[src/rtl/sram_arb_pkg.sv]
// Shared types for the SRAM arbiter: FSM state encoding, requester grant id,
// and the wait-state counter width.
package sram_arb_pkg;

   localparam int CNT_W = 4;

   typedef enum logic [1:0] {
      IDLE  = 2'd0,
      READ  = 2'd1,
      WRITE = 2'd2,
      DONE  = 2'd3
   } state_e;

   typedef enum logic {
      GNT_CPU = 1'b0,
      GNT_LDR = 1'b1
   } grant_e;

endpackage

[src/rtl/sram_arbiter_rr_arb2.sv]
// Two-way round-robin pick.
//   req[0]     : CPU request
//   req[1]     : loader request
//   last_grant : requester served most recently
//   gnt        : chosen requester (meaningful only when vld)
//   vld        : at least one request pending
module rr_arb2
   import sram_arb_pkg::*;
(
   input  logic [1:0] req,
   input  grant_e     last_grant,
   output grant_e     gnt,
   output logic       vld
);

   always_comb begin
      gnt = GNT_CPU;
      vld = |req;
      if (req == 2'b11) begin
         // Tie: serve whoever did not go last.
         gnt = (last_grant == GNT_CPU) ? GNT_LDR : GNT_CPU;
      end else if (req[1]) begin
         gnt = GNT_LDR;
      end
   end

endmodule

[src/rtl/sram_arbiter.sv]
// Shares one asynchronous 16-bit SRAM between the CPU datapath and the
// program loader/debug port, generating the active-low strobes and the
// read/write wait states so each requester only sees a req/ack handshake.
//
// Ports:
//   Clk, Reset                      clock, async active-high reset
//   cpu_req/we/addr/wdata           CPU request (addr/we/wdata sampled at grant)
//   cpu_rdata, cpu_ack              CPU read data and one-cycle completion pulse
//   ldr_*                           same set for the loader
//   sram_addr, sram_dout, sram_drive  SRAM address, write data, tristate enable
//   sram_din                        SRAM read data
//   Mem_CE/UB/LB/OE/WE              active-low SRAM strobes
//   busy                            FSM is not in IDLE
//
// state | meaning
// ------+-----------------------------------------------------------
// IDLE  | no access; arbitrate and latch the winning request
// READ  | CE/OE low, counting down read wait states, capture at zero
// WRITE | CE/WE low, data driven, counting down write wait states
// DONE  | strobes released, ack the granted requester, hold data on write
module sram_arbiter
   import sram_arb_pkg::*;
#(
   parameter int ADDR_W  = 20,
   parameter int DATA_W  = 16,
   parameter int RD_WAIT = 2,
   parameter int WR_WAIT = 2
) (
   input  logic              Clk,
   input  logic              Reset,
   input  logic              cpu_req,
   input  logic              cpu_we,
   input  logic [ADDR_W-1:0] cpu_addr,
   input  logic [DATA_W-1:0] cpu_wdata,
   output logic [DATA_W-1:0] cpu_rdata,
   output logic              cpu_ack,
   input  logic              ldr_req,
   input  logic              ldr_we,
   input  logic [ADDR_W-1:0] ldr_addr,
   input  logic [DATA_W-1:0] ldr_wdata,
   output logic [DATA_W-1:0] ldr_rdata,
   output logic              ldr_ack,
   output logic [ADDR_W-1:0] sram_addr,
   output logic [DATA_W-1:0] sram_dout,
   output logic              sram_drive,
   input  logic [DATA_W-1:0] sram_din,
   output logic              Mem_CE,
   output logic              Mem_UB,
   output logic              Mem_LB,
   output logic              Mem_OE,
   output logic              Mem_WE,
   output logic              busy
);

   localparam logic [CNT_W-1:0] RD_LOAD = CNT_W'(RD_WAIT - 1);
   localparam logic [CNT_W-1:0] WR_LOAD = CNT_W'(WR_WAIT - 1);

   state_e              state_q, state_d;
   logic [CNT_W-1:0]    cnt_q, cnt_d;
   grant_e              gnt_q, gnt_d;
   grant_e              last_q, last_d;
   logic                we_q, we_d;
   logic [ADDR_W-1:0]   addr_q, addr_d;
   logic [DATA_W-1:0]   wdata_q, wdata_d;
   logic [DATA_W-1:0]   cpu_rdata_q, cpu_rdata_d;
   logic [DATA_W-1:0]   ldr_rdata_q, ldr_rdata_d;
   logic                cpu_ack_q, cpu_ack_d;
   logic                ldr_ack_q, ldr_ack_d;
   logic                ce_n_q, ce_n_d;
   logic                oe_n_q, oe_n_d;
   logic                we_n_q, we_n_d;
   logic                drive_q, drive_d;

   grant_e              arb_gnt;
   logic                arb_vld;

   rr_arb2 u_rr_arb2 (
      .req        ({ldr_req, cpu_req}),
      .last_grant (last_q),
      .gnt        (arb_gnt),
      .vld        (arb_vld)
   );

   always_comb begin
      state_d     = state_q;
      cnt_d       = cnt_q;
      gnt_d       = gnt_q;
      last_d      = last_q;
      we_d        = we_q;
      addr_d      = addr_q;
      wdata_d     = wdata_q;
      cpu_rdata_d = cpu_rdata_q;
      ldr_rdata_d = ldr_rdata_q;
      cpu_ack_d   = 1'b0;
      ldr_ack_d   = 1'b0;

      unique case (state_q)
         IDLE: begin
            if (arb_vld) begin
               gnt_d  = arb_gnt;
               last_d = arb_gnt;
               if (arb_gnt == GNT_CPU) begin
                  we_d    = cpu_we;
                  addr_d  = cpu_addr;
                  wdata_d = cpu_wdata;
               end else begin
                  we_d    = ldr_we;
                  addr_d  = ldr_addr;
                  wdata_d = ldr_wdata;
               end
               if (we_d) begin
                  state_d = WRITE;
                  cnt_d   = WR_LOAD;
               end else begin
                  state_d = READ;
                  cnt_d   = RD_LOAD;
               end
            end
         end
         READ: begin
            if (cnt_q == '0) begin
               if (gnt_q == GNT_CPU) begin
                  cpu_rdata_d = sram_din;
                  cpu_ack_d   = 1'b1;
               end else begin
                  ldr_rdata_d = sram_din;
                  ldr_ack_d   = 1'b1;
               end
               state_d = DONE;
            end else begin
               cnt_d = cnt_q - CNT_W'(1);
            end
         end
         WRITE: begin
            if (cnt_q == '0) begin
               cpu_ack_d = (gnt_q == GNT_CPU);
               ldr_ack_d = (gnt_q == GNT_LDR);
               state_d   = DONE;
            end else begin
               cnt_d = cnt_q - CNT_W'(1);
            end
         end
         DONE: begin
            state_d = IDLE;
         end
         default: begin
            state_d = IDLE;
         end
      endcase

      // Strobes are registered from the next state so they leave the block
      // glitch-free and line up with the state they describe.
      ce_n_d  = !((state_d == READ) || (state_d == WRITE));
      oe_n_d  = (state_d != READ);
      we_n_d  = (state_d != WRITE);
      // Keep driving one extra cycle after a write for data hold time.
      drive_d = (state_d == WRITE) || ((state_d == DONE) && we_d);
   end

   always_ff @(posedge Clk or posedge Reset) begin
      if (Reset) begin
         state_q     <= IDLE;
         cnt_q       <= '0;
         gnt_q       <= GNT_CPU;
         last_q      <= GNT_LDR;
         we_q        <= 1'b0;
         addr_q      <= '0;
         wdata_q     <= '0;
         cpu_rdata_q <= '0;
         ldr_rdata_q <= '0;
         cpu_ack_q   <= 1'b0;
         ldr_ack_q   <= 1'b0;
         ce_n_q      <= 1'b1;
         oe_n_q      <= 1'b1;
         we_n_q      <= 1'b1;
         drive_q     <= 1'b0;
      end else begin
         state_q     <= state_d;
         cnt_q       <= cnt_d;
         gnt_q       <= gnt_d;
         last_q      <= last_d;
         we_q        <= we_d;
         addr_q      <= addr_d;
         wdata_q     <= wdata_d;
         cpu_rdata_q <= cpu_rdata_d;
         ldr_rdata_q <= ldr_rdata_d;
         cpu_ack_q   <= cpu_ack_d;
         ldr_ack_q   <= ldr_ack_d;
         ce_n_q      <= ce_n_d;
         oe_n_q      <= oe_n_d;
         we_n_q      <= we_n_d;
         drive_q     <= drive_d;
      end
   end

   assign cpu_rdata  = cpu_rdata_q;
   assign ldr_rdata  = ldr_rdata_q;
   assign cpu_ack    = cpu_ack_q;
   assign ldr_ack    = ldr_ack_q;
   assign sram_addr  = addr_q;
   assign sram_dout  = wdata_q;
   assign sram_drive = drive_q;
   assign Mem_CE     = ce_n_q;
   assign Mem_UB     = ce_n_q;
   assign Mem_LB     = ce_n_q;
   assign Mem_OE     = oe_n_q;
   assign Mem_WE     = we_n_q;
   assign busy       = (state_q != IDLE);

endmodule
[config.mk]
export PLATFORM = sky130hd
export DESIGN_NAME = sram_arbiter
export DESIGN_NICKNAME = d
export VERILOG_FILES = /design/src/rtl/sram_arb_pkg.sv /design/src/rtl/sram_arbiter_rr_arb2.sv /design/src/rtl/sram_arbiter.sv
export SDC_FILE = /design/constraint.sdc
export NUM_CORES = 1
export LEC_CHECK = 0
export ABC_CLOCK_PERIOD_IN_PS = 3200
export BUFFER_PORTS_ARGS = -buffer_cell sky130_fd_sc_hd__buf_2
export CAP_MARGIN = 10
export CORE_MARGIN = 5
export CORE_UTILIZATION = 37
export CTS_BUF_LIST = sky130_fd_sc_hd__clkbuf_8 sky130_fd_sc_hd__clkbuf_16
export CTS_CLUSTER_SIZE = 30
export DETAILED_ROUTE_END_ITERATION = 8
export GPL_TIMING_DRIVEN = 0
export HOLD_SLACK_MARGIN = 0.03
export PLACE_DENSITY = 0.66
export SLEW_MARGIN = 20
export SYNTH_ARGS = -nofsm -noshare
export SYNTH_HDL_FRONTEND = slang
export SYNTH_HIERARCHICAL = 1
export SYNTH_SLANG_ARGS = --single-unit
[constraint.sdc]
create_clock -name Clk -period 3.2 [get_ports Clk]
set_input_delay 0.32 -clock Clk [delete_from_list [all_inputs] [get_ports Clk]]
set_output_delay 0.32 -clock Clk [all_outputs]
set_load 0.02 [all_outputs]
==> impl_table.tex, run 1 <==
\begin{tabular}{lr}
\hline
Metric & Value \\
\hline
\multicolumn{2}{l}{\textbf{Synthesis}} \\
\quad Top post-synthesis cells by area & sky130\_fd\_sc\_hd\_\_dfrtp\_1, sky130\_fd\_sc\_hd\_\_mux2i\_1, sky130\_fd\_sc\_hd\_\_mux2\_4 \\
\quad Number of cells produced by synthesis & 300 \\
\quad Fraction of registers with async set or reset after synthesis & 100\% \\
\quad Cell taking the most area after synthesis & sky130\_fd\_sc\_hd\_\_dfrtp\_1 \\
\quad Number of flops mapped to enable cells by yosys & 0 \\
\quad Predominant post-synthesis flop cell & sky130\_fd\_sc\_hd\_\_dfrtp\_1 \\
\quad Library cells used by synthesis & 39 \\
\quad Sequential element share of the synthesized area & 55.6\% \\
\quad Library cell with the highest instance count after synthesis & sky130\_fd\_sc\_hd\_\_dfrtp\_1 \\
\quad Post-synth design cell area & 3740 um2 \\
\quad Average instance area after synthesis & 12.5 um2 \\
\quad Count of warnings emitted by yosys & 6 \\
\quad Yosys reg bits & 83 \\
\quad Top cell type's share of synthesized area & 52.8\% \\
\quad Synthesized Nets & 403 \\
\quad Leading cell types by count after synthesis & sky130\_fd\_sc\_hd\_\_dfrtp\_1, sky130\_fd\_sc\_hd\_\_a21oi\_1, sky130\_fd\_sc\_hd\_\_mux2i\_1, sky130\_fd\_sc\_hd\_\_nor2\_1, sky130\_fd\_sc\_hd\_\_mux2\_4 \\
\multicolumn{2}{l}{\textbf{STA}} \\
\quad Worst-case setup margin in the final layout & 1190 ps \\
\quad RSZ-0062 raised after global routing & false \\
\quad Setup TNS & 0 ps \\
\quad Final setup violation count & 0 \\
\quad Worst clock skew on the final layout & 7.65 ps \\
\quad Slew at the pin closest to its max-slew limit & 517 ps \\
\quad Fmax & 497 MHz \\
\quad Final critical-path share of the clock period & 62.8\% \\
\quad Final Hold Slack & 206 ps \\
\quad Hold violation count in the final report & 0 \\
\quad Worst rel slew slack & 65.6\% \\
\quad Time the final worst path needs with I/O delays and setup & 2010 ps \\
\quad Max-slew violation count & 0 \\
\multicolumn{2}{l}{\textbf{Worst setup path}} \\
\quad Worst setup path startpoint & cnt\_q[0] \\
\quad Maximum net fanout on the critical path & 10 \\
\quad Worst endpoint data arrival time & 2250 ps \\
\quad Slowest stage cell, crit path & sky130\_fd\_sc\_hd\_\_dfrtp\_1 \\
\quad Startpoint type of the worst setup path & flop \\
\quad Crit Reg-Reg Endpoint & cpu\_rdata[6] \\
\quad Minimum setup slack among reg-to-reg paths & 1190 ps \\
\quad Maximum cell stage delay along the critical path & 410 ps \\
\quad Required arrival time at the worst endpoint & 3440 ps \\
\quad Depth of the worst register-to-register path & 7 \\
\quad Critical path class & reg2reg \\
\quad End point of the critical path & cpu\_rdata[6] \\
\quad Cell-by-cell listing of the critical path & inv\_1 -> ha\_1 -> nor4bb\_2 -> and2\_1 -> buf\_6 -> buf\_12 -> mux2\_4 \\
\quad RR Startpoint & cnt\_q[0] \\
\quad Endpoint kind of the worst setup timing path & flop \\
\quad Buffers \& Inverters on Critical Path & 3 \\
\quad Logic depth of the worst setup path including buffers & 7 \\
\quad Dominant delay contributor by cell family on the critical path & simple AND/OR/NAND/NOR gates \\
\multicolumn{2}{l}{\textbf{Floorplan}} \\
\quad Initial Utilization & 38.1\% \\
\quad Core Box Area & 9820 um2 \\
\quad Die ar. & 12200 um2 \\
\quad Die Span Y & 111 um \\
\quad Number of ports placed on the die boundary & 171 \\
\quad X dimension of the die & 111 um \\
\quad Total number of placement rows & 36 \\
\multicolumn{2}{l}{\textbf{Detailed routing}} \\
\quad Detailed router's first-iteration violation count & 137 \\
\quad WL final & 9.65 mm \\
\quad Residual antenna-violating net count after detailed routing & 0 \\
\quad Routed wirelength normalized by instance count & 15.5 um \\
\quad First-pass DRT Iterations & 5 \\
\quad Total number of vias & 2955 \\
\quad Vias per cell & 4.76 \\
\quad Remaining DRCs & 0 \\
\multicolumn{2}{l}{\textbf{Pwr}} \\
\quad Logic pwr share & 48.3\% \\
\quad Leak pwr & 2.56 nW \\
\quad Net switching power & 2.16 mW \\
\quad Design internal power & 3.14 mW \\
\quad Power density normalized to cell area & 1050 nW/um2 \\
\quad Design Power & 5.31 mW \\
\quad Clock Power Share & 16.8\% \\
\quad Max IR drop VDD & 0.559 mV \\
\quad Fraction of power spent switching nets & 40.8\% \\
\quad Sequential fraction of design power & 34.9\% \\
\multicolumn{2}{l}{\textbf{Clock network}} \\
\quad Clk pin slew, worst setup/hold paths & 80 ps \\
\quad CTS tree & built \\
\quad \# H-tree levels & 3 \\
\quad Max Root-Sink Buffers & 2 \\
\quad Clock latency on the worst-skew pair & 350 ps \\
\quad Clock root buffer & sky130\_fd\_sc\_hd\_\_clkbuf\_8 \\
\quad Total clock buffers created by CTS & 9 \\
\quad Setup repair bufs after CTS & 0 \\
\quad TritonCTS sink count & 83 \\
\multicolumn{2}{l}{\textbf{Place}} \\
\quad Post-detail-place hpwl & 7.36 mm \\
\quad DP Worst Slack & 1180 ps \\
\quad Placer's final routability congestion estimate & 0.833 \\
\quad Input/output buffers & 170 \\
\quad Placed cell count & 604 \\
\quad Placed cell areas & 4780 um2 \\
\multicolumn{2}{l}{\textbf{Global route}} \\
\quad Vias in the first global route & 3125 \\
\quad GRT Residual Overflow & 0 \\
\quad Global routing usage summed across all routing layers & 16.0\% \\
\quad Initial antenna violation count & 1 \\
\quad Largest net degree at the start of global routing & 45 \\
\quad Wire length of the first global-routing pass & 15.9 mm \\
\multicolumn{2}{l}{\textbf{Hold path}} \\
\quad Kind of path behind the tightest hold check & in2reg \\
\quad Worst hold path depth & 2 \\
\multicolumn{2}{l}{\textbf{Layout}} \\
\quad Final instance count without filler cells & 621 \\
\quad Layout fillers & 916 \\
\quad Number of nets in the layout & 586 \\
\quad Core utilization of the finished layout & 51.2\% \\
\quad FF/Latch Area & 2080 um2 \\
\quad Diode count & 0 \\
\quad Area Overhead vs Synth & 34.5\% \\
\quad Area of the multi-input gates & 1500 um2 \\
\quad Fin area & 5030 um2 \\
\quad Fraction of final layout cells sized beyond drive strength 1 & 50.0\% \\
\multicolumn{2}{l}{\textbf{Flow run}} \\
\quad Max-Cap Viols & 0 \\
\multicolumn{2}{l}{\textbf{Run status}} \\
\quad Run status & complete, no violations \\
\hline
\end{tabular}
==> flip-flops by register name, summed over array words and instances (netlist names), 2 cells and up <==
register,count
sram_addr,20
sram_dout,16
ldr_rdata,16
cnt_q,4
state_q,2
cpu_rdata,16
==> logic make-up (layout without fill, tap and decap cells) <==
family,Yosys count,after routing,synth area share [%]
flops,83,83,55.6
compound gates,55,55,8.33
simple gates,55,55,7.02
fa+ha+maj,9,9,3.01
buf+inv,28,216,4.18
mux,70,70,21.8
==> worst reg2reg max path, stage by stage (launching register included) <==
cell,delay [ps]
sky130_fd_sc_hd__dfrtp_1,410
sky130_fd_sc_hd__inv_1,110
sky130_fd_sc_hd__ha_1,210
sky130_fd_sc_hd__nor4bb_2,380
sky130_fd_sc_hd__and2_1,190
sky130_fd_sc_hd__buf_6,140
sky130_fd_sc_hd__buf_12,150
sky130_fd_sc_hd__mux2_4,300
==> layout make-up <==
cell class	count	share of cell area [%]
Buffer	18	2.36
Tap cell	133	3.31
Multi-Input combinational cell	189	29.9
Inverter	10	0.796
Sequential cell	83	41.4
Clock buffer	9	2.46
Timing Repair Buffer	172	17.5
Clock inverter	7	2.31
==> placed cells by master, fill, tap and decap left out, types with 2 or more instances in the layout <==
cell type,n
sky130_fd_sc_hd__ha_1,9
sky130_fd_sc_hd__buf_6,2
sky130_fd_sc_hd__dfstp_2,4
sky130_fd_sc_hd__a21oi_1,38
sky130_fd_sc_hd__buf_12,2
sky130_fd_sc_hd__nor2b_1,2
sky130_fd_sc_hd__buf_2,180
sky130_fd_sc_hd__buf_4,2
sky130_fd_sc_hd__mux2_2,13
sky130_fd_sc_hd__bufinv_16,3
sky130_fd_sc_hd__mux2_4,20
sky130_fd_sc_hd__mux2i_1,37
sky130_fd_sc_hd__and3_1,2
sky130_fd_sc_hd__o21ai_0,4
sky130_fd_sc_hd__clkinv_2,2
sky130_fd_sc_hd__dfrtp_1,79
sky130_fd_sc_hd__clkbuf_8,9
sky130_fd_sc_hd__o31ai_1,4
sky130_fd_sc_hd__clkbuf_1,3
sky130_fd_sc_hd__nor2_1,37
sky130_fd_sc_hd__nand2_1,2
sky130_fd_sc_hd__inv_1,9
sky130_fd_sc_hd__nand2b_1,2
==> power by group through the flow <==
stage               Sequential, mW  Clock, mW  Combinational, mW
finish                        1.85      0.894               2.56
global route                  1.93      0.954               2.80
CTS                           1.85      0.928               2.60
detailed placement            1.87          0               2.59
global placement              1.85          0               2.55
floorplan                     2.41          0               1.18
==> per-layer routing <==
layer / global-route usage [%] / share of wire [%] / vias up
li1: - / - / 1402
met1: 20.5 / 45 / 1411
met2: 25.2 / 46 / 124
met3: 5.47 / 7.1 / 16
met4: 5.58 / 1.9 / 2
met5: 0 / 0.11 / -
==> worst min path at each step <==
stage | from | endpoint | slack [ps]
3_3_place_gp | last_q | last_q | 480
3_5_place_dp | Reset | ldr_rdata[4] | 410
5_1_grt | sram_din[8] | cpu_rdata[8] | 190
6_report | sram_din[11] | cpu_rdata[11] | 210
4_1_cts | sram_din[4] | cpu_rdata[4] | 180
2_1_floorplan | last_q | last_q | 460
==> timing repair <==
| action | CTS | global route |
|---|---|---|
| endpoints found under the setup margin | 0 | 0 |
| gates resized for setup | 0 | 0 |
| hold buffers | 1 | 0 |
| hold endpoints to repair | 35 | 0 |
(Power assumes the default switching activity.)
==> run 2, diff against run 1 <==
--- a/config.mk
+++ b/config.mk
@@ -5,7 +5,7 @@
 export SDC_FILE = /design/constraint.sdc
 export NUM_CORES = 1
 export LEC_CHECK = 0
-export ABC_CLOCK_PERIOD_IN_PS = 3200
+export ABC_CLOCK_PERIOD_IN_PS = 1700
 export BUFFER_PORTS_ARGS = -buffer_cell sky130_fd_sc_hd__buf_2
 export CAP_MARGIN = 10
 export CORE_MARGIN = 5
@@ -15,7 +15,7 @@
 export DETAILED_ROUTE_END_ITERATION = 8
 export GPL_TIMING_DRIVEN = 0
 export HOLD_SLACK_MARGIN = 0.03
-export PLACE_DENSITY = 0.66
+export PLACE_DENSITY = 0.68
 export SLEW_MARGIN = 20
 export SYNTH_ARGS = -nofsm -noshare
 export SYNTH_HDL_FRONTEND = slang
==> constraint.sdc (replaced) <==
create_clock -name Clk -period 1.7 [get_ports Clk]
set_input_delay 0.17 -clock Clk [delete_from_list [all_inputs] [get_ports Clk]]
set_output_delay 0.17 -clock Clk [all_outputs]
set_load 0.02 [all_outputs]
==> impl_table.tex, run 2 (synthesis results as in run 1) <==
\begin{tabular}{lr}
\hline
Metric & Value \\
\hline
\multicolumn{2}{l}{\textbf{Run status}} \\
\quad Run status & finished, violations left (was complete, no violations) \\
\quad Violations in the final reports & negative setup slack \\
\multicolumn{2}{l}{\textbf{Layout}} \\
\quad Diode count & 0 (unchanged) \\
\quad FF/Latch Area & 2080 um2 (unchanged) \\
\quad Area Overhead vs Synth & 45.3\% (was 34.5\%) \\
\quad Number of nets in the layout & 608 (was 586) \\
\quad Area of the multi-input gates & 1640 um2 (was 1500 um2) \\
\quad Layout fillers & 878 (was 916) \\
\quad Final instance count without filler cells & 643 (was 621) \\
\quad Fin area & 5440 um2 (was 5030 um2) \\
\quad Most common library cell in the layout ignoring fill and taps & sky130\_fd\_sc\_hd\_\_buf\_2 (unchanged) \\
\quad Fraction of final layout cells sized beyond drive strength 1 & 54.9\% (was 50.0\%) \\
\quad Number of flip-flops in the largest register & 20 (unchanged) \\
\quad Most frequent cells in the layout & sky130\_fd\_sc\_hd\_\_buf\_2, sky130\_fd\_sc\_hd\_\_dfrtp\_1, sky130\_fd\_sc\_hd\_\_a21oi\_1 (unchanged) \\
\multicolumn{2}{l}{\textbf{Clock network}} \\
\quad Max Root-Sink Buffers & 2 (unchanged) \\
\quad TritonCTS sink count & 83 (unchanged) \\
\quad Total clock buffers created by CTS & 9 (unchanged) \\
\quad Clock latency on the worst-skew pair & 340 ps (was 350 ps) \\
\quad Clk pin slew, worst setup/hold paths & 80 ps (about the same) \\
\quad \# H-tree levels & 3 (unchanged) \\
\quad CTS tree & built (unchanged) \\
\quad Clock root buffer & sky130\_fd\_sc\_hd\_\_clkbuf\_8 (unchanged) \\
\multicolumn{2}{l}{\textbf{STA}} \\
\quad Hold violation count in the final report & 0 (unchanged) \\
\quad Worst-case setup margin in the final layout & -150 ps (was 1190 ps) \\
\quad Fmax & 541 MHz (was 497 MHz) \\
\quad Max-slew violation count & 0 (unchanged) \\
\quad Final setup violation count & 32 (was 0) \\
\quad Setup TNS & -2150 ps (was 0 ps) \\
\quad Slew at the pin closest to its max-slew limit & 491 ps (was 517 ps) \\
\quad Time the final worst path needs with I/O delays and setup & 1850 ps (was 2010 ps) \\
\quad RSZ-0062 raised after global routing & true (was false) \\
\quad Worst rel slew slack & 67.2\% (was 65.6\%) \\
\quad Worst clock skew on the final layout & 8.52 ps (was 7.65 ps) \\
\quad Final Hold Slack & 66.2 ps (was 206 ps) \\
\quad Final critical-path share of the clock period & 109\% (was 62.8\%) \\
\multicolumn{2}{l}{\textbf{Place}} \\
\quad Post-detail-place hpwl & 7.52 mm (was 7.36 mm) \\
\quad DP Worst Slack & -192 ps (was 1180 ps) \\
\quad Input/output buffers & 170 (unchanged) \\
\quad Placed cell areas & 4860 um2 (was 4780 um2) \\
\quad Placed cell count & 606 (was 604) \\
\quad Placer's final routability congestion estimate & 0.856 (was 0.833) \\
\multicolumn{2}{l}{\textbf{Global route}} \\
\quad Global routing usage summed across all routing layers & 16.6\% (was 16.0\%) \\
\quad Initial antenna violation count & 0 (was 1) \\
\quad Largest net degree at the start of global routing & 26 (was 45) \\
\quad Wire length of the first global-routing pass & 16.7 mm (was 15.9 mm) \\
\quad Vias in the first global route & 3296 (was 3125) \\
\quad GRT Residual Overflow & 0 (unchanged) \\
\multicolumn{2}{l}{\textbf{Detailed routing}} \\
\quad WL final & 10.3 mm (was 9.65 mm) \\
\quad Remaining DRCs & 0 (unchanged) \\
\quad Routed wirelength normalized by instance count & 16.0 um (was 15.5 um) \\
\quad Residual antenna-violating net count after detailed routing & 0 (unchanged) \\
\quad First-pass DRT Iterations & 4 (was 5) \\
\quad Total number of vias & 3036 (was 2955) \\
\quad Detailed router's first-iteration violation count & 107 (was 137) \\
\quad Vias per cell & 4.72 (was 4.76) \\
\multicolumn{2}{l}{\textbf{Pwr}} \\
\quad Power density normalized to cell area & 1920 nW/um2 (was 1050 nW/um2) \\
\quad Max IR drop VDD & 0.821 mV (was 0.559 mV) \\
\quad Leak pwr & 2.75 nW (was 2.56 nW) \\
\multicolumn{2}{l}{\textbf{Worst setup path}} \\
\quad Critical path class & reg2reg (unchanged) \\
\quad Required arrival time at the worst endpoint & 1930 ps (was 3440 ps) \\
\quad RR Startpoint & cnt\_q[1] (was cnt\_q[0]) \\
\quad Cell-by-cell listing of the critical path & inv\_2 -> ha\_4 -> buf\_4 -> nor3b\_4 -> or4b\_4 -> mux2\_4 (was inv\_1 -> ha\_1 -> nor4bb\_2 -> and2\_1 -> buf\_6 -> buf\_12 -> mux2\_4) \\
\quad Worst setup path startpoint & cnt\_q[1] (was cnt\_q[0]) \\
\quad Worst endpoint data arrival time & 2080 ps (was 2250 ps) \\
\quad Maximum net fanout on the critical path & 3 (was 10) \\
\quad Minimum setup slack among reg-to-reg paths & -150 ps (was 1190 ps) \\
\quad Slowest stage cell, crit path & sky130\_fd\_sc\_hd\_\_or4b\_4 (was sky130\_fd\_sc\_hd\_\_dfrtp\_1) \\
\quad Maximum cell stage delay along the critical path & 570 ps (was 410 ps) \\
\quad Buffers \& Inverters on Critical Path & 2 (was 3) \\
\quad Startpoint type of the worst setup path & flop (unchanged) \\
\quad Dominant delay contributor by cell family on the critical path & simple AND/OR/NAND/NOR gates (unchanged) \\
\quad Endpoint kind of the worst setup timing path & flop (unchanged) \\
\multicolumn{2}{l}{\textbf{Floorplan}} \\
\quad Number of ports placed on the die boundary & 171 (unchanged) \\
\quad Total number of placement rows & 36 (unchanged) \\
\quad Die ar. & 12200 um2 (unchanged) \\
\quad Core Box Area & 9820 um2 (unchanged) \\
\quad X dimension of the die & 111 um (unchanged) \\
\quad Initial Utilization & 38.1\% (unchanged) \\
\quad Die Span Y & 111 um (unchanged) \\
\multicolumn{2}{l}{\textbf{Flow run}} \\
\quad Max-Cap Viols & 0 (unchanged) \\
\multicolumn{2}{l}{\textbf{Hold path}} \\
\quad Kind of path behind the tightest hold check & in2reg (unchanged) \\
\quad Worst Min Path Start & sram\_din[1] (was sram\_din[11]) \\
\hline
\end{tabular}
[run 2: worst paths after layout]
kind | to | depth (start not counted)
setup / recovery | cnt_q[0] | 6
hold / removal | cpu_rdata[1] | 2
setup reg to reg | cnt_q[0] | 6
hold reg to reg | ldr_rdata[10] | 1
max in group asynchronous | last_q | 5
min in group asynchronous | ldr_rdata[4] | 3
[run 2: area by class of cell]
type,count,share of cell area [%]
repair buffers,194,21.1
clock inverters,6,1.06
well taps,133,3.06
flip-flops and latches,83,38.3
plain buffers,18,2.97
clock buffers,10,2.53
multi-input cells,189,30.2
inverters,10,0.759
[run 2: through the flow]
stage                     utilization [%]  total power [mW]
after floorplan                         -              6.80
after global placement               48.7              8.29
after detailed placement             49.5              8.45
after CTS                            54.1              10.2
after global routing                 55.4              11.2
final                                55.4              10.4
[run 2: timing repair]
| action | CTS | global route |
|---|---|---|
| gates resized for setup | 30 | 18 |
| endpoints found under the setup margin | 69 | 74 |
| hold buffers | 1 | 0 |
| setup buffers | 12 | 6 |
| pin swaps | 4 | 1 |
| cloned | 2 | 0 |
| endpoints found under the hold margin | 17 | 0 |
[run 2: routing by layer]
layer	GRT usage [%]	vias up	part of all wire, %
met1	20.1	1458	40
met2	28.3	107	52
li1	-	1454	-
met5	0	-	0
met3	4.49	17	6.1
met4	5.91	0	1.7
[run 2: where the power goes]
part | total (mW) | internal [mW] | leakage, nW | switching, mW
combinational | 5.54 | 2.48 | 1.68 | 3.06
sequential | 3.51 | 2.97 | 0.965 | 0.537
clock | 1.40 | 0.707 | 0.101 | 0.690
total | 10.4 | 6.15 | 2.75 | 4.29
[run 2: worst reg2reg max path, delay by kind of cell, from the launching register on]
| kind | cells | cell delay (ps) |
|---|---|---|
| simple gates | 2 | 730 |
| buf+inv | 2 | 200 |
| mux | 1 | 290 |
| flops | 1 | 370 |
| fa+ha+maj | 1 | 160 |
==> run 3, diff against run 2 <==
--- a/config.mk
+++ b/config.mk
@@ -16,6 +16,7 @@
 export GPL_TIMING_DRIVEN = 0
 export HOLD_SLACK_MARGIN = 0.03
 export PLACE_DENSITY = 0.68
+export SKIP_LAST_GASP = 1
 export SLEW_MARGIN = 20
 export SYNTH_ARGS = -nofsm -noshare
 export SYNTH_HDL_FRONTEND = slang
==> constraint.sdc (replaced) <==
create_clock -name Clk -period 1.7 [get_ports Clk]
set_input_delay 0.085 -clock Clk [delete_from_list [all_inputs] [get_ports Clk]]
set_output_delay 0.085 -clock Clk [all_outputs]
set_load 0.02 [all_outputs]
==> impl_table.tex, run 3 (synthesis results as in run 1) <==
\begin{tabular}{lr}
\hline
Metric & Value \\
\hline
\multicolumn{2}{l}{\textbf{Run status}} \\
\quad Run status & finished, violations left (unchanged) \\
\quad Violations in the final reports & negative setup slack (unchanged) \\
\multicolumn{2}{l}{\textbf{STA}} \\
\quad Setup TNS & -2130 ps (was -2150 ps) \\
\quad Fmax & 541 MHz (about the same) \\
\quad Worst-case setup margin in the final layout & -149 ps (was -150 ps) \\
\quad Final critical-path share of the clock period & 109\% (about the same) \\
\quad RSZ-0062 raised after global routing & true (unchanged) \\
\quad Worst clock skew on the final layout & 10.1 ps (was 8.52 ps) \\
\quad Time the final worst path needs with I/O delays and setup & 1850 ps (about the same) \\
\quad Worst rel slew slack & 67.5\% (was 67.2\%) \\
\quad Slew at the pin closest to its max-slew limit & 487 ps (was 491 ps) \\
\quad Hold violation count in the final report & 0 (unchanged) \\
\quad Max-slew violation count & 0 (unchanged) \\
\quad Final setup violation count & 30 (was 32) \\
\multicolumn{2}{l}{\textbf{Floorplan}} \\
\quad Initial Utilization & 38.1\% (unchanged) \\
\quad Number of ports placed on the die boundary & 171 (unchanged) \\
\quad X dimension of the die & 111 um (unchanged) \\
\quad Die Span Y & 111 um (unchanged) \\
\quad Core Box Area & 9820 um2 (unchanged) \\
\quad Die ar. & 12200 um2 (unchanged) \\
\quad Total number of placement rows & 36 (unchanged) \\
\multicolumn{2}{l}{\textbf{Worst setup path}} \\
\quad Critical path class & reg2reg (unchanged) \\
\quad Crit Reg-Reg Endpoint & cnt\_q[0] (unchanged) \\
\quad Maximum net fanout on the critical path & 3 (unchanged) \\
\quad Endpoint kind of the worst setup timing path & flop (unchanged) \\
\quad RR Startpoint & cnt\_q[1] (unchanged) \\
\quad Startpoint type of the worst setup path & flop (unchanged) \\
\quad Minimum setup slack among reg-to-reg paths & -150 ps (about the same) \\
\quad Worst endpoint data arrival time & 2080 ps (about the same) \\
\quad Depth of the worst register-to-register path & 6 (unchanged) \\
\quad Required arrival time at the worst endpoint & 1930 ps (about the same) \\
\multicolumn{2}{l}{\textbf{Detailed routing}} \\
\quad Remaining DRCs & 0 (unchanged) \\
\quad WL final & 10.7 mm (was 10.3 mm) \\
\quad Routed wirelength normalized by instance count & 15.9 um (was 16.0 um) \\
\quad Total number of vias & 3163 (was 3036) \\
\quad Residual antenna-violating net count after detailed routing & 0 (unchanged) \\
\quad Detailed router's first-iteration violation count & 136 (was 107) \\
\quad Vias per cell & 4.71 (was 4.72) \\
\quad First-pass DRT Iterations & 4 (unchanged) \\
\multicolumn{2}{l}{\textbf{Clock network}} \\
\quad TritonCTS sink count & 83 (unchanged) \\
\quad Clock root buffer & sky130\_fd\_sc\_hd\_\_clkbuf\_8 (unchanged) \\
\quad Total clock buffers created by CTS & 9 (unchanged) \\
\quad \# H-tree levels & 3 (unchanged) \\
\quad Clk pin slew, worst setup/hold paths & 80 ps (about the same) \\
\quad Clock latency on the worst-skew pair & 340 ps (about the same) \\
\quad CTS tree & built (unchanged) \\
\quad Max Root-Sink Buffers & 2 (unchanged) \\
\multicolumn{2}{l}{\textbf{Place}} \\
\quad Input/output buffers & 170 (unchanged) \\
\quad DP Worst Slack & -192 ps (unchanged) \\
\quad Placed cell count & 606 (unchanged) \\
\quad Placer's final routability congestion estimate & 0.856 (unchanged) \\
\quad Post-detail-place hpwl & 7.52 mm (unchanged) \\
\multicolumn{2}{l}{\textbf{Layout}} \\
\quad Diode count & 0 (unchanged) \\
\quad Layout fillers & 849 (was 878) \\
\quad Core utilization of the finished layout & 58.3\% (was 55.4\%) \\
\quad Fraction of final layout cells sized beyond drive strength 1 & 51.9\% (was 54.9\%) \\
\quad Number of nets in the layout & 637 (was 608) \\
\quad Most frequent cells in the layout & sky130\_fd\_sc\_hd\_\_buf\_2, sky130\_fd\_sc\_hd\_\_dfrtp\_1, sky130\_fd\_sc\_hd\_\_a21oi\_1 (unchanged) \\
\quad Area of the multi-input gates & 1640 um2 (about the same) \\
\quad Area Overhead vs Synth & 52.9\% (was 45.3\%) \\
\quad FF/Latch Area & 2080 um2 (unchanged) \\
\quad Number of flip-flops in the largest register & 20 (unchanged) \\
\quad Final instance count without filler cells & 672 (was 643) \\
\quad Most common library cell in the layout ignoring fill and taps & sky130\_fd\_sc\_hd\_\_buf\_2 (unchanged) \\
\multicolumn{2}{l}{\textbf{Global route}} \\
\quad Vias in the first global route & 3463 (was 3296) \\
\quad Initial antenna violation count & 0 (unchanged) \\
\quad Wire length of the first global-routing pass & 17.4 mm (was 16.7 mm) \\
\quad Largest net degree at the start of global routing & 26 (unchanged) \\
\quad Global routing usage summed across all routing layers & 17.3\% (was 16.6\%) \\
\quad GRT Residual Overflow & 0 (unchanged) \\
\multicolumn{2}{l}{\textbf{Pwr}} \\
\quad Leak pwr & 2.86 nW (was 2.75 nW) \\
\quad Max IR drop VDD & 0.821 mV (about the same) \\
\quad Power density normalized to cell area & 1840 nW/um2 (was 1920 nW/um2) \\
\multicolumn{2}{l}{\textbf{Hold path}} \\
\quad Worst hold path depth & 3 (was 2) \\
\quad Worst Min Path Start & ldr\_wdata[7] (was sram\_din[1]) \\
\quad Kind of path behind the tightest hold check & in2reg (unchanged) \\
\quad Worst-case hold path end point & sram\_dout[7] (was cpu\_rdata[1]) \\
\multicolumn{2}{l}{\textbf{Flow run}} \\
\quad Max-Cap Viols & 0 (unchanged) \\
\hline
\end{tabular}
[run 3: power by group]
group / internal [mW] / switching, mW
clock network: 0.707 / 0.693
registers: 2.97 / 0.534
logic: 2.52 / 3.08
[run 3: worst max-delay path by stage]
stage                from             to  cells past startpoint
2_1_floorplan  state_q[1]   cpu_rdata[0]                      7
3_5_place_dp       last_q   sram_addr[0]                      5
6_report         cnt_q[1]       cnt_q[0]                      6
3_3_place_gp       last_q   sram_addr[0]                      5
4_1_cts          cnt_q[1]       cnt_q[0]                      6
5_1_grt          cnt_q[1]  cpu_rdata[15]                      7
[run 3: through the flow]
stage	total power [mW]	cell area [um2]	hold slack, ps
floorplan	6.80	3760	233
global placement	8.29	4780	330
detailed placement	8.45	4860	137
CTS	10.3	5590	30.2
global route	11.2	5720	44.6
finish	10.5	5720	47.4
[run 3: layer usage]
metal  GRT usage [%]  wire, um  part of all wire (%)
met1            20.4      4300                    40
met2            29.8      5560                    52
met3            4.60       582                   5.4
met4            6.81       254                   2.4
met5               0         0                     0
[run 3: cell type report]
| class | count | share of cell area (%) |
|---|---|---|
| Inverter | 10 | 0.722 |
| Buffer | 18 | 2.82 |
| Multi-Input combinational cell | 189 | 28.6 |
| Tap cell | 133 | 2.91 |
| Sequential cell | 83 | 36.4 |
| Clock buffer | 10 | 2.41 |
| Clock inverter | 6 | 1.01 |
| Timing Repair Buffer | 223 | 25.2 |
[run 3: worst max-delay path, cell delays in order (launching register included)]
cell and delay [ps]:
sky130_fd_sc_hd__dfrtp_1 370, sky130_fd_sc_hd__inv_2 70, sky130_fd_sc_hd__ha_4 160, sky130_fd_sc_hd__buf_4 130
sky130_fd_sc_hd__nor3b_4 160, sky130_fd_sc_hd__or4b_4 570, sky130_fd_sc_hd__mux2_4 290
[run 3: repair_timing]
item,in CTS,in global routing
endpoints found under the hold margin,57,1
setup endpoints to repair,69,74
cloned,2,0
gates resized for setup,28,19
pin swaps,4,1
hold buffers,29,1
setup buffers,12,6
